## src/rtl/hs_pkg.sv

```systemverilog
// Shared definitions for the req/ack handshake controllers: FSM state encoding and
// default parameter values common to the source and destination sides.
package hs_pkg;

    typedef enum logic [1:0] {
        HS_IDLE = 2'd0,
        HS_REQ  = 2'd1,
        HS_DROP = 2'd2
    } hs_state_t;

    localparam int HS_WIDTH       = 8;
    localparam int HS_SYNC_STAGES = 2;
    localparam int HS_TIMEOUT     = 1024;

endpackage

```

## src/rtl/hs_source_ctrl_p_sync_chain.sv

```systemverilog
// sync_chain: single-bit multi-flop synchroniser with synchronous active-high reset.
// Used for ack on the source side and for request on the destination side.
module sync_chain #(
    parameter int STAGES = 2
) (
    input  logic clk,
    input  logic rst,
    input  logic d,
    output logic q
);

    logic [STAGES-1:0] ff;

    always_ff @(posedge clk) begin
        if (rst) begin
            ff <= '0;
        end else begin
            ff <= {ff[STAGES-2:0], d};
        end
    end

    assign q = ff[STAGES-1];

endmodule

```

## src/rtl/hs_source_ctrl_p.sv

```systemverilog
// Source-side controller for a 4-phase req/ack clock-domain handshake.
// Optional wait-state timeout flag is built when HS_TIMEOUT_EN is defined.
module hs_source_ctrl_p
    import hs_pkg::*;
#(
    parameter int WIDTH       = HS_WIDTH,
    parameter int SYNC_STAGES = HS_SYNC_STAGES,
    parameter int TIMEOUT     = HS_TIMEOUT
) (
    input  logic             clk_s,
    input  logic             rst,
    input  logic             in_valid,
    output logic             in_ready,
    input  logic [WIDTH-1:0] in_data,
    input  logic             ack,
    output logic             request,
    output logic [WIDTH-1:0] d_out,
    output logic             busy,
`ifdef HS_TIMEOUT_EN
    output logic             timeout_err,
`endif
    output logic             xfer_done
);

    if (WIDTH < 1 || SYNC_STAGES < 2 || TIMEOUT < 2) begin : g_param_check
        $error("hs_source_ctrl_p: illegal parameter value");
    end

    hs_state_t state;
    logic      ack_s;

    sync_chain #(
        .STAGES(SYNC_STAGES)
    ) u_ack_sync (
        .clk(clk_s),
        .rst(rst),
        .d  (ack),
        .q  (ack_s)
    );

    // A stale ack_s seen in IDLE is deliberately ignored; only REQ/DROP look at it.
    always_ff @(posedge clk_s) begin
        if (rst) begin
            state     <= HS_IDLE;
            request   <= 1'b0;
            d_out     <= '0;
            xfer_done <= 1'b0;
        end else begin
            xfer_done <= 1'b0;
            unique case (state)
                HS_IDLE: begin
                    if (in_valid) begin
                        d_out   <= in_data;
                        request <= 1'b1;
                        state   <= HS_REQ;
                    end
                end
                HS_REQ: begin
                    if (ack_s) begin
                        request <= 1'b0;
                        state   <= HS_DROP;
                    end
                end
                HS_DROP: begin
                    if (!ack_s) begin
                        xfer_done <= 1'b1;
                        state     <= HS_IDLE;
                    end
                end
                default: begin
                    request <= 1'b0;
                    state   <= HS_IDLE;
                end
            endcase
        end
    end

    assign in_ready = (state == HS_IDLE) && !rst;
    assign busy     = (state != HS_IDLE);

`ifdef HS_TIMEOUT_EN
    localparam int CNT_W = $clog2(TIMEOUT + 1);

    logic [CNT_W-1:0] wait_cnt;
    logic             advance;

    // Mirrors the FSM transition conditions so the counter restarts on every state change.
    always_comb begin
        advance = 1'b0;
        unique case (state)
            HS_IDLE: advance = in_valid;
            HS_REQ:  advance = ack_s;
            HS_DROP: advance = !ack_s;
            default: advance = 1'b1;
        endcase
    end

    always_ff @(posedge clk_s) begin
        if (rst) begin
            wait_cnt    <= '0;
            timeout_err <= 1'b0;
        end else begin
            if (advance) begin
                wait_cnt <= '0;
            end else if (state != HS_IDLE && wait_cnt != CNT_W'(TIMEOUT)) begin
                wait_cnt <= wait_cnt + 1'b1;
            end
            if (wait_cnt == CNT_W'(TIMEOUT - 1)) begin
                timeout_err <= 1'b1;
            end
        end
    end
`endif

endmodule

```

## config.mk

```make
export PLATFORM = sky130hd
export DESIGN_NAME = hs_source_ctrl_p
export DESIGN_NICKNAME = d
export VERILOG_FILES = /design/src/rtl/hs_pkg.sv /design/src/rtl/hs_source_ctrl_p_sync_chain.sv /design/src/rtl/hs_source_ctrl_p.sv
export SDC_FILE = /design/constraint.sdc
export NUM_CORES = 1
export LEC_CHECK = 0
export CAP_MARGIN = 20
export CORE_AREA = 2 2 39 41
export DETAILED_ROUTE_END_ITERATION = 10
export DIE_AREA = 0 0 41 43
export DONT_BUFFER_PORTS = 1
export PLACE_DENSITY = 0.6
export SLEW_MARGIN = 15
export SYNTH_ARGS = -nofsm -noshare
export SYNTH_HDL_FRONTEND = slang
export SYNTH_SLANG_ARGS = --single-unit
```

## constraint.sdc

```tcl
create_clock -name clk_s -period 1.8 [get_ports clk_s]
set_input_delay 0.36 -clock clk_s [delete_from_list [all_inputs] [get_ports clk_s]]
set_output_delay 0.36 -clock clk_s [all_outputs]
set_load 0.05 [all_outputs]
```

==> run metrics <==
status=finished, final reports clean; Slew Viols, Final=0; Post-synth top cells=nand2_1 (16), dfxtp_1 (14), a21oi_1 (9); Sequential Power Share=58.1%; Crit. End Element=output port; Power Internal=0.474 mW; Fin Setup TNS=0 ns; Worst Max-Slew Pin Slew=0.569 ns; worst endpoint required time=around 1.4 ns; Yosys reg bits=14; DR vias=380; area of the core=1380 µm²; ys async rst share=0%; Area Growth Syn to Fin=9.25%; Clk pwr share=33.3%; part of the cycle the worst path needs=90.3%; Startpoint Class=register; switch share=29.5%; Max-cap violations=0; switching pwr=just under 0.2 mW; Max Root-Sink Buffers=2; ys flop type=dfxtp_1; drt via density=4.94; FP Rows=14; Max IR drop VDD=0.333 mV; CTS clk-pin slew, worst paths=0.09 ns; CP max FO=7; post-CTS setup buffers=0; H-tree depth=1; routability cong.=0.655; nets=74; first-pass GRT wire length=1390 µm; DRC Markers=0; Initial Util=between 30% and 40%; DIE HEIGHT=43 µm; max incr delay on CP=approximately 0.39 ns; CTS sink count=14; vias in the first global route=~320; fmax=~600 MHz; Comb power frac=8.6%; HPWL Detailed=659 µm; largest net degree at the start of global routing=17; total congestion overflow=0; Final setup viols=0; Ys Warns=0; Final ANT Viol Nets=0; Setup CP Type=register to output port; Final Critical Period=1.63 ns; share of the synthesized area in the top cell type=a little over half; Layout Skew=~0.005 ns; largest area contributor in the netlist=dfxtp_1; # IOs=24; fraction of layout cells with a size suffix above 1=approximately 15%; Resize count post-CTS=0; Cell variety after synth=17; initial antenna violation count=0; Iteration-0 DRC Markers=0; number of fill cells in the layout=150; CP max stage cell=dfxtp_1; Port Buffers=0; WHS=0.139 ns; sequential share of the synthesized area=54.5%; Mapped Cells=58; min-delay worst type=input pin to register; Syn Nets=70; total inserted antenna cells=0; crit path cell chain=or2_2 > nor2_2 > buf_4; static leakage=0.213 nW; r2r setup slk=0.60 ns; number of synthesized flops with an enable pin=0; top post-synthesis cells by area=dfxtp_1 (55%), nand2_1 (12%), a21oi_1 (8.8%); CTS tree=built; Die W=41 µm; PwrDens=1200 nW/µm²; Clock Tree Root=clkbuf_4; most common cell in the netlist=nand2_1; CTS Buf Count=3; Routed wire per std cell=between 10 and 15 µm; Avg Cell Area, Syn=around 9 µm²; Final Hold Vio Count=0; Post-CTS Hold Fix Bufs=0; Cell Area, Synth=about 510 µm²; final wirelength=916 µm; die area=between 1500 and 2000 µm²; Data arrival, critical path=roughly 1.3 ns; clk_lat worst skew=0.28 ns; relative slew slack=62.0%; RSZ-0062 raised after global routing=no; DRT Pass-1 Iters=1; Tot GR Track Use=12.6%
-- layout make-up --
type                            instances  area (µm²)  share of cell area (%)
Tap cell                               16        20.0                    3.56
Inverter                                2        7.51                    1.34
Clock buffer                            4        36.3                    6.46
Timing Repair Buffer                    2        15.0                    2.67
Sequential cell                        14         280                    49.9
Multi-Input combinational cell         39         203                    36.1
-- final timing paths --
path,startpoint,to,cells past startpoint
worst max-delay path,state[0],in_ready,3
worst min register to register,u_ack_sync.ff[0],u_ack_sync.ff[1],1
worst max register to register,state[0],d_out[2],3
worst min-delay path,rst,u_ack_sync.ff[0],1
-- placed cells by master, fill, tap and decap left out --
cell and instances:
nor2_1 1, mux2i_1 1, xnor2_1 1, o31ai_1 1, nor4_1 1, clkbuf_4 3
a21oi_1 9, nor3_1 2, clkbuf_8 1, nor2_2 1, nor2b_1 2, or3b_1 1
buf_4 2, nand3_1 1, inv_1 2, or2_2 1, dfxtp_1 14, nor3b_2 1
nand2_1 16
-- flip-flops by register name (all words and copies together), names as in the netlist --
| name | cells |
|---|---|
| d_out | 8 |
| state | 2 |
| u_ack_sync.ff | 2 |
| request | 1 |
| xfer_done | 1 |
-- through the flow --
step	cell area [µm²]	instances	worst slack [ns]	power, mW	utilization [%]
after global routing	562	77	0.0812	0.712	40.6
final	562	77	0.174	0.672	40.6
after detailed placement	526	73	0.472	0.457	38.0
after CTS	562	77	0.151	0.686	40.6
after global placement	526	73	0.489	0.455	38.0
after floorplan	517	58	0.136	0.452	-
-- logic make-up (layout without fill, tap and decap cells) --
family,Yosys count,in the layout,share of synthesized area [%]
compound gates,10,10,10.2
xor+xnor,1,1,1.70
buf+inv,5,8,6.57
flops,14,14,54.5
mux,1,1,1.95
simple gates,27,27,25.1
-- power by group through the flow --
stage / Sequential (mW) / Combinational, mW / Clock (mW)
6_report: 0.391 / 0.0577 / 0.224
5_1_grt: 0.395 / 0.0643 / 0.253
4_1_cts: 0.391 / 0.0587 / 0.236
3_5_place_dp: 0.398 / 0.0586 / 0
3_3_place_gp: 0.398 / 0.0577 / 0
2_1_floorplan: 0.392 / 0.0600 / 0
-- critical path, delay by kind of cell (launching register included) --
family	cells	cell delay, ns
buf+inv	1	0.19
flops	1	0.39
simple gates	2	0.42
-- per-layer routing --
metal | up-vias | global-route usage, % | routed length [µm]
li1 | 198 | - | -
met1 | 165 | 13.9 | 394
met2 | 17 | 15.9 | 409
met3 | 0 | 8.38 | 112
met4 | 0 | 10.0 | 0
met5 | - | 0 | 0
Note: power is estimated with default switching activity, not from simulation.
